`config.mk`:
```
export PLATFORM = sky130hd
export DESIGN_NAME = fir_out_requant
export DESIGN_NICKNAME = d
export VERILOG_FILES = /design/src/rtl/fir_out_pkg.sv /design/src/rtl/fir_out_fifo.sv /design/src/rtl/fir_out_requant.sv
export SDC_FILE = /design/constraint.sdc
export NUM_CORES = 1
export LEC_CHECK = 0
export CORE_ASPECT_RATIO = 0.9
export CORE_MARGIN = 10
export CORE_UTILIZATION = 55
export CTS_BUF_LIST = sky130_fd_sc_hd__clkbuf_2 sky130_fd_sc_hd__clkbuf_4 sky130_fd_sc_hd__clkbuf_8
export CTS_CLUSTER_SIZE = 12
export DETAILED_ROUTE_END_ITERATION = 8
export PLACE_DENSITY = 0.79
export SYNTH_ARGS = -nofsm -noshare
export SYNTH_HDL_FRONTEND = slang
export SYNTH_SLANG_ARGS = --single-unit
export TNS_END_PERCENT = 50
```
`constraint.sdc`:
```
create_clock -name axis_clk -period 6.19 [get_ports axis_clk]
set_input_delay 1.238 -clock axis_clk [delete_from_list [all_inputs] [get_ports axis_clk]]
set_output_delay 1.238 -clock axis_clk [all_outputs]
set_load 0.01 [all_outputs]
```
`src/rtl/fir_out_pkg.sv`:
```
// Shared types and the rounding requantiser for the FIR output stage.
// Saturation is enabled by the FIR_OUT_SAT_EN macro in fir_out_requant.
package fir_out_pkg;

    localparam int CNT_WIDTH     = 32;
    localparam int SAT_CNT_WIDTH = 16;

    typedef enum logic [1:0] {
        ST_IDLE,
        ST_RUN,
        ST_DRAIN,
        ST_DONE
    } state_t;

    // Round-half-up arithmetic right shift, kept at 33 bits so the
    // rounding add can never overflow.
    function automatic logic signed [32:0] requant(
        input logic signed [31:0] data,
        input logic        [4:0]  shift
    );
        logic signed [32:0] v;
        v = {data[31], data};
        if (shift != 5'd0)
            v = v + (33'sd1 <<< (shift - 5'd1));
        return v >>> shift;
    endfunction

endpackage

```
`src/rtl/fir_out_fifo.sv`:
```
// Synchronous FIFO with registered storage; output reads zero while empty.
// No read-to-write bypass: a full FIFO refuses writes even on a read.
module fir_out_fifo #(
    parameter int WIDTH = 17,
    parameter int DEPTH = 8
) (
    input  logic             axis_clk,
    input  logic             axis_rst_n,
    input  logic             wr_en,
    input  logic [WIDTH-1:0] wr_data,
    input  logic             rd_en,
    output logic [WIDTH-1:0] rd_data,
    output logic             full,
    output logic             empty
);

    localparam int AW = $clog2(DEPTH);

    logic [WIDTH-1:0] mem [DEPTH];
    logic [AW-1:0]    wr_ptr;
    logic [AW-1:0]    rd_ptr;
    logic [AW:0]      cnt;
    logic             wr_ok;
    logic             rd_ok;

    assign full  = (cnt == (AW+1)'(DEPTH));
    assign empty = (cnt == '0);
    assign wr_ok = wr_en & ~full;
    assign rd_ok = rd_en & ~empty;

    assign rd_data = empty ? '0 : mem[rd_ptr];

    always_ff @(posedge axis_clk) begin
        if (wr_ok)
            mem[wr_ptr] <= wr_data;
    end

    always_ff @(posedge axis_clk or negedge axis_rst_n) begin
        if (!axis_rst_n) begin
            wr_ptr <= '0;
            rd_ptr <= '0;
            cnt    <= '0;
        end else begin
            if (wr_ok)
                wr_ptr <= wr_ptr + AW'(1);
            if (rd_ok)
                rd_ptr <= rd_ptr + AW'(1);
            case ({wr_ok, rd_ok})
                2'b10:   cnt <= cnt + (AW+1)'(1);
                2'b01:   cnt <= cnt - (AW+1)'(1);
                default: cnt <= cnt;
            endcase
        end
    end

endmodule

```
`src/rtl/fir_out_requant.sv`:
```
// FIR output requantiser: rounding shift, frame-length policing, output FIFO.
// Define FIR_OUT_SAT_EN to clamp out-of-range samples instead of wrapping.
module fir_out_requant
    import fir_out_pkg::*;
#(
    parameter int OUT_WIDTH  = 16,
    parameter int FIFO_DEPTH = 8
) (
    input  logic                     axis_clk,
    input  logic                     axis_rst_n,
    input  logic                     cfg_start,
    input  logic [31:0]              cfg_length,
    input  logic [4:0]               cfg_shift,
    input  logic                     s_tvalid,
    output logic                     s_tready,
    input  logic [31:0]              s_tdata,
    input  logic                     s_tlast,
    output logic                     m_tvalid,
    input  logic                     m_tready,
    output logic [OUT_WIDTH-1:0]     m_tdata,
    output logic                     m_tlast,
    output logic                     busy,
    output logic                     done,
    output logic                     err_early,
    output logic                     err_late,
    output logic [SAT_CNT_WIDTH-1:0] sat_cnt
);

    state_t                 state;
    state_t                 state_nxt;
    logic [CNT_WIDTH-1:0]   len_q;
    logic [CNT_WIDTH-1:0]   cnt_q;
    logic [4:0]             shift_q;
    logic signed [32:0]     rq;
    logic [OUT_WIDTH-1:0]   q_data;
    logic                   q_sat;
    logic                   fifo_full;
    logic                   fifo_empty;
    logic                   start_ok;
    logic                   in_hs;
    logic                   out_hs;
    logic                   hit_len;
    logic                   end_frame;

    assign start_ok  = cfg_start & ((state == ST_IDLE) | (state == ST_DONE));
    assign s_tready  = (state == ST_RUN) & ~fifo_full;
    assign in_hs     = s_tvalid & s_tready;
    assign m_tvalid  = ~fifo_empty;
    assign out_hs    = m_tvalid & m_tready;
    assign hit_len   = ((cnt_q + CNT_WIDTH'(1)) == len_q);
    assign end_frame = s_tlast | hit_len;
    assign busy      = (state == ST_RUN) | (state == ST_DRAIN);

    assign rq = requant(s_tdata, shift_q);

`ifdef FIR_OUT_SAT_EN
    logic [32-OUT_WIDTH+1:0] hi_bits;
    assign hi_bits = rq[32:OUT_WIDTH-1];
    // Out of range whenever the bits above the new sign bit disagree.
    assign q_sat   = ~(&hi_bits | ~|hi_bits);
    assign q_data  = !q_sat ? rq[OUT_WIDTH-1:0] :
                     rq[32] ? {1'b1, {(OUT_WIDTH-1){1'b0}}} :
                              {1'b0, {(OUT_WIDTH-1){1'b1}}};
`else
    assign q_sat  = 1'b0;
    assign q_data = rq[OUT_WIDTH-1:0];
`endif

    fir_out_fifo #(
        .WIDTH (OUT_WIDTH + 1),
        .DEPTH (FIFO_DEPTH)
    ) u_fifo (
        .axis_clk   (axis_clk),
        .axis_rst_n (axis_rst_n),
        .wr_en      (in_hs),
        .wr_data    ({end_frame, q_data}),
        .rd_en      (m_tready),
        .rd_data    ({m_tlast, m_tdata}),
        .full       (fifo_full),
        .empty      (fifo_empty)
    );

    always_ff @(posedge axis_clk or negedge axis_rst_n) begin
        if (!axis_rst_n)
            state <= ST_IDLE;
        else
            state <= state_nxt;
    end

    always_comb begin
        state_nxt = state;
        case (state)
            ST_IDLE, ST_DONE:
                if (cfg_start)
                    state_nxt = (cfg_length == '0) ? ST_DONE : ST_RUN;
            ST_RUN:
                if (in_hs && end_frame)
                    state_nxt = ST_DRAIN;
            ST_DRAIN:
                if (out_hs && m_tlast)
                    state_nxt = ST_DONE;
            default:
                state_nxt = ST_IDLE;
        endcase
    end

    always_ff @(posedge axis_clk or negedge axis_rst_n) begin
        if (!axis_rst_n) begin
            len_q     <= '0;
            cnt_q     <= '0;
            shift_q   <= '0;
            done      <= 1'b0;
            err_early <= 1'b0;
            err_late  <= 1'b0;
            sat_cnt   <= '0;
        end else if (start_ok) begin
            len_q     <= cfg_length;
            shift_q   <= cfg_shift;
            cnt_q     <= '0;
            done      <= (cfg_length == '0);
            err_early <= 1'b0;
            err_late  <= 1'b0;
            sat_cnt   <= '0;
        end else begin
            if (in_hs) begin
                cnt_q <= cnt_q + CNT_WIDTH'(1);
                if (s_tlast && !hit_len)
                    err_early <= 1'b1;
                if (hit_len && !s_tlast)
                    err_late <= 1'b1;
                if (q_sat && (sat_cnt != '1))
                    sat_cnt <= sat_cnt + SAT_CNT_WIDTH'(1);
            end
            if ((state == ST_DRAIN) && out_hs && m_tlast)
                done <= 1'b1;
        end
    end

endmodule

```
; Word level (Yosys, flattened, before mapping)
; Memory sizes are Yosys's and may differ from the RTL's.
; Cells that the tools add are included.
[totals]
input_bits = 75
reg_bits = 84
memories = 1
ram_bits = 136
[mem_list]
columns = memory, depth, width, rd, rd_clocked_by_memory_dff, wr, line
row1 = u_fifo.mem, 8, 17, 1, 0, 1, fir_out_fifo.sv:19  ; logic [WIDTH-1:0] mem [DEPTH];
[op_classes]
reduce_logical = 21
shifts = 2
mux = 20
addsub = 7
bitwise = 10
n_eq_ne = 10
[op_table]
columns = cell, n
row1 = 32-bit 2-to-1 mux, 2
row2 = 32-bit by 33-bit adder with 33-bit output, 1
row3 = 33-bit 2-to-1 mux, 1
row4 = 2-bit by 5-bit <<< shifter with 33-bit output (first input constant), 1
row5 = 33-bit by 5-bit >>> shifter with 16-bit output, 1
row6 = 32-bit by 1-bit adder with 32-bit output (second input constant), 1
row7 = 32-bit == test, 1
row8 = 32-bit logical NOT, 1
row9 = 17-bit 2-to-1 mux, 1
row10 = 1-bit 2-to-1 mux, 10
row11 = 2-bit nonzero test, 5
row12 = 2-bit 2-to-1 mux, 4
row13 = 4-bit one-hot mux with 2 select lines, 1
row14 = 3-bit by 1-bit adder with 3-bit output (second input constant), 2
row15 = 2-bit == test (second input constant), 3
row16 = 1-bit logical AND, 6
row17 = 2-bit one-hot mux with 3 select lines, 1
row18 = 1-bit bitwise AND, 5
row19 = 5-bit nonzero test, 1
row20 = 5-bit by 1-bit subtractor with 5-bit output (second input constant), 1
row21 = 4-bit by 1-bit adder with 4-bit output (second input constant), 1
row22 = 2-bit by 1-bit == test with 1-bit output (second input constant), 2
row23 = 4-bit == test (second input constant), 1
row24 = 4-bit logical NOT, 1
row25 = 10 further kinds, 16

; Longest topological paths before layout
[depth]
depth_word = 7
depth_mapped = 19

; Cells and area by module
; Synthesis repeated with hierarchy kept, for this count alone.
[hier_totals]
cells_unflattened = 1585
area_unflattened_um2 = 14996.9
[by_module_without_submodules]
columns = mod, area_each_um2, n_inst, cells_each
row1 = fir_out_requant, 9221.3, 1, 1308
row2 = fir_out_fifo, 5775.5, 1, 277

; Worst setup path after synthesis
; No wires, ideal clock.
[synth_timing]
path_type = register to register
startpoint = register shift_q[2]
endpoint = memory u_fifo.mem[0][14] (data pin)
setup_time_ns = 0.283
slack_ns = 1.088
path_buffers = 4
stages_incl_launch_ff = 18
t_arrival_ns = 4.819
synth_period_minus_slack_ns = 5.102
required_ns = 5.907
path_cell_list = dfrtp_1 -> clkbuf_1 -> clkbuf_1 -> buf_1 -> clkbuf_1 -> nor3_1 -> ha_1 -> fa_1 -> a21o_1 -> a221o_2 -> a221oi_4 -> o21ai_1 -> xnor2_1 -> or2_1 -> mux4_2 -> nand2_1 -> o21ai_1 -> a221oi_1
[synth_between]
elab_chain_cells = 5
elab_cells_between_ends = 6
[synth_rtl]
columns = item, line
row1 = from (decl), fir_out_requant.sv:33  ; logic [4:0] shift_q;
row2 = from (signal assigned), fir_out_requant.sv:118  ; shift_q <= cfg_shift;
row3 = 5-bit by 1-bit subtractor with 5-bit output, fir_out_pkg.sv:24  ; v = v + (33'sd1 <<< (shift - 5'd1));
row4 = 2-bit by 5-bit <<< shifter with 33-bit output, fir_out_pkg.sv:24
row5 = 32-bit by 33-bit adder with 33-bit output, fir_out_pkg.sv:24
row6 = 33-bit 2-to-1 mux, fir_out_pkg.sv:23  ; if (shift != 5'd0)
row7 = 33-bit by 5-bit >>> shifter with 16-bit output *, fir_out_pkg.sv:25  ; return v >>> shift;
row8 = named net rq[14], fir_out_requant.sv:34  ; logic signed [32:0] rq;
row9 = to (decl), fir_out_fifo.sv:19
; Mark *: on every way through the listed nets, which the timed path passes. The rest lies on a longest branch.

; Worst setup path after layout
[layout_timing]
startpoint = register shift_q[1]
endpoint = memory u_fifo.mem[1][11] (data pin)
; Same word-level chain as after synthesis.

==> impl_metrics.tcl <==
set metrics [dict create \
    rows 56 \
    finalWorstSetupSlack_ps 532 \
    hold_path_class "register to register" \
    cp_data_required_time_ps 6290 \
    grt_max_degree 85 \
    drv_slew 0 \
    fin_crit_ps 5660 \
    p_per_area_nw_per_um2 485 \
    post-route-period-util_pct 91.4 \
    synth_adder_area_share_pct 3.71 \
    cts_buffer_depth 3 \
    yosys.area_share.simple_pct 18.7 \
    ys_seq_area_share_pct 42.4 \
    path_buf_inv 0 \
    numCtsBuffers 35 \
    synthFlopType "edfxtp_1" \
    grt_pass1_wl_um 67500 \
    relSlewSlack_pct 26.1 \
    synth_top_family_by_area "simple AND/OR/NAND/NOR gates" \
    cts_sinks 220 \
    grt_pass1_vias 12300 \
    die_width_um 192 \
    die_y_um 174 \
    synth-seq-cells 220 \
    start_util_pct 55.9 \
    power.leakage_nw 6.43 \
    viasPerCell 6.45 \
    crit_path_frequent_cell "nor2_1" \
    io_buffers 97 \
    path_class "register to register" \
    drive_gt1_share_pct 11.3 \
    pre_cts_ws_ps 517 \
    grt_overflow 0 \
    setup_viol 0 \
    worst_pin_slew_ps 1110 \
    antenna_found_initial 0 \
    antenna_cells 0 \
    ios 114 \
    cts_tree "done" \
    cts_hold_buf 0 \
    cts-root-buf "clkbuf_8" \
    firstDrtPassIters 5 \
    crit_chain "nor2_1 > nand2_1 > nor2_1 > ha_1 > a21o_1 > a31o_2 > o2111a_1 > o31a_1 > a2111oi_1 > o21ai_1 > a31oi_1 > o31ai_1 > a221oi_1 > o221ai_1" \
    synthXorXnorAreaFrac_pct 5.17 \
    status "completed" \
    worstPathArrival_ps 5760 \
    ys_warn_count 0 \
    fin_skew_ps 29.4 \
    ys_types 89 \
    cp-start-kind "register" \
    async_flop_share_pct 38.2 \
    maxCapViolCount 0 \
    dieArea_um2 33400 \
    finalWeightedCongestion 0.981 \
    cp_slowest_stage_delay_ps 630 \
    slowest_stage "dfrtp_1" \
    postCtsSetupBuffers 0 \
    core_um2 26100 \
    fmax_mhz 177 \
    tns_ps 0 \
    clkLatencyLatePin_ps 530 \
    via_count 12709 \
    synth.cell_area_um2 14600 \
    hpwl_um 31900 \
    nFillCells 2181 \
    grt.total_usage_pct 25.0 \
    rsz0062_at_grt "false" \
    area.growth.synth_to_final_pct 13.7 \
    htree_levels 2 \
    syn_inst 1522 \
    synth.avg_cell_area_um2 9.58 \
    synth-compound-area-share_pct 16.8 \
    critical_path.max_fanout 20 \
    synth_mux_area_share_pct 9.14 \
    drtAntennaViolNets 0 \
    routedWlPerCell_um 21.8 \
    initialDrtViolationCount 1326 \
    post-route-drc-count 0 \
    synth_edf_count 136 \
    ir_worst_vdd_mv 0.218 \
    clk_pin_slew_worst_paths_ps 60 \
    final-hold-violation-count 0 \
    cpLargestDelayFamily "compound AO/OA/AOI/OAI gates" \
    cp-end-kind "register" \
    nNetsFinal 1716 \
    cts.repair.resized 0 \
    wirelength_um 42900 \
]
sequential cells by signal (all words and copies together) (netlist names):
register       flops
u_fifo.rd_ptr      3
len_q             32
err_late           1
done               1
u_fifo.wr_ptr      3
u_fifo.mem       136
u_fifo.cnt         4
err_early          1
cnt_q             32
shift_q            5
state              2
path summary, 6_finish.rpt:
check                      startpoint                 to  slack, ps  cells past startpoint
setup / recovery           shift_q[1]  u_fifo.mem[1][11]        530                     14
hold / removal              err_early          err_early        490                      1
setup reg to reg           shift_q[1]  u_fifo.mem[1][11]        530                     14
hold reg to reg             err_early          err_early        490                      1
max in group asynchronous  axis_rst_n          len_q[21]       4590                      1
min in group asynchronous  axis_rst_n           state[0]        880                      1
cell usage after synthesis, types with 11 or more instances:
cell,number,area share [%]
a21o_1,14,0.72
mux2i_1,33,2.3
xor2_1,33,2.0
nor2_1,144,3.7
nor4_1,16,0.69
xnor2_1,53,3.2
nor3_1,44,1.5
o21ai_1,13,0.45
o21ai_0,62,2.1
a22oi_1,11,0.57
inv_1,21,0.54
ha_1,40,3.4
a211oi_1,14,0.72
a21oi_1,86,3.0
mux4_2,39,6.0
and3_1,15,0.64
nand4_1,24,1.0
dfrtp_1,84,14
o21a_1,12,0.62
nand3_1,33,1.1
and2_1,13,0.56
clkbuf_1,82,2.1
edfxtp_1,136,28
or3_1,20,0.86
buf_4,16,0.82
nand2_1,238,6.1
o211ai_1,20,1.0
metrics by stage:
stage / util, % / area [um2] / total power [mW] / hold WS (ps) / std cells
detailed placement: 61.0 / 15900 / 6.78 / 487 / 1910
floorplan: - / 14600 / 5.28 / 455 / 1537
CTS: 63.6 / 16600 / 8.00 / 500 / 1969
finish: 63.6 / 16600 / 8.05 / 494 / 1969
global route: 63.6 / 16600 / 8.53 / 521 / 1969
global placement: 61.0 / 15900 / 6.65 / 477 / 1910
where the power goes:
group          internal, mW  leakage [nW]  switching [mW]
registers              2.21          2.31           0.307
clock network         0.659         0.367           0.548
logic                  1.70          3.75            2.62
total                  4.57          6.43            3.48
area by class of cell:
type / instances / area [um2] / area share, %
Timing Repair Buffer: 139 / 1280 / 7.74
Sequential cell: 220 / 6190 / 37.3
Clock inverter: 6 / 42.5 / 0.257
Clock buffer: 53 / 636 / 3.83
Multi-Input combinational cell: 1179 / 7910 / 47.7
Inverter: 24 / 90.1 / 0.543
Tap cell: 348 / 435 / 2.63
routing by layer:
metal / vias to the layer above / track usage [%] / wire, um / part of all wire [%]
met5: - / 0 / 0 / 0
met2: 629 / 39.2 / 19900 / 46
met4: 0 / 6.99 / 1050 / 2.4
met3: 92 / 3.98 / 3800 / 8.9
met1: 6191 / 35.1 / 18100 / 42
li1: 5797 / - / - / -
cell usage in the layout (no fill, tap or decap), drive strengths merged, types with 7 or more instances in the layout:
master and n:
a31oi 9, nor4 17, o211ai 20, inv 25, edfxtp 136, nand2 238
mux2 11, and2 14, ha 40, a221oi 11, a22oi 11, nand4 24
o221ai 7, clkbuf 53, nor3 44, xor2 33, nor2 145, nand2b 7
dfrtp 84, o22ai 8, clkdlybuf4s50 96, and3 15, xnor2 53, a21oi 86
or3 20, mux4 39, conb 16, or2 9, nand3 33, nor2b 7
o31ai 10, o21ai 75, a21o 14, o21a 12, and4 9, buf 43
mux2i 33, a211oi 16
kinds of logic after synthesis:
logic type	Yosys count
AO/OA/AOI/OAI	357
XOR/XNOR	86
adder cells (fa/ha/maj)	42
buffers and inverters	138
flip-flops	220
multiplexers	83
other	1
AND/OR/NAND/NOR	595
Power figures use the tool's default switching activity.
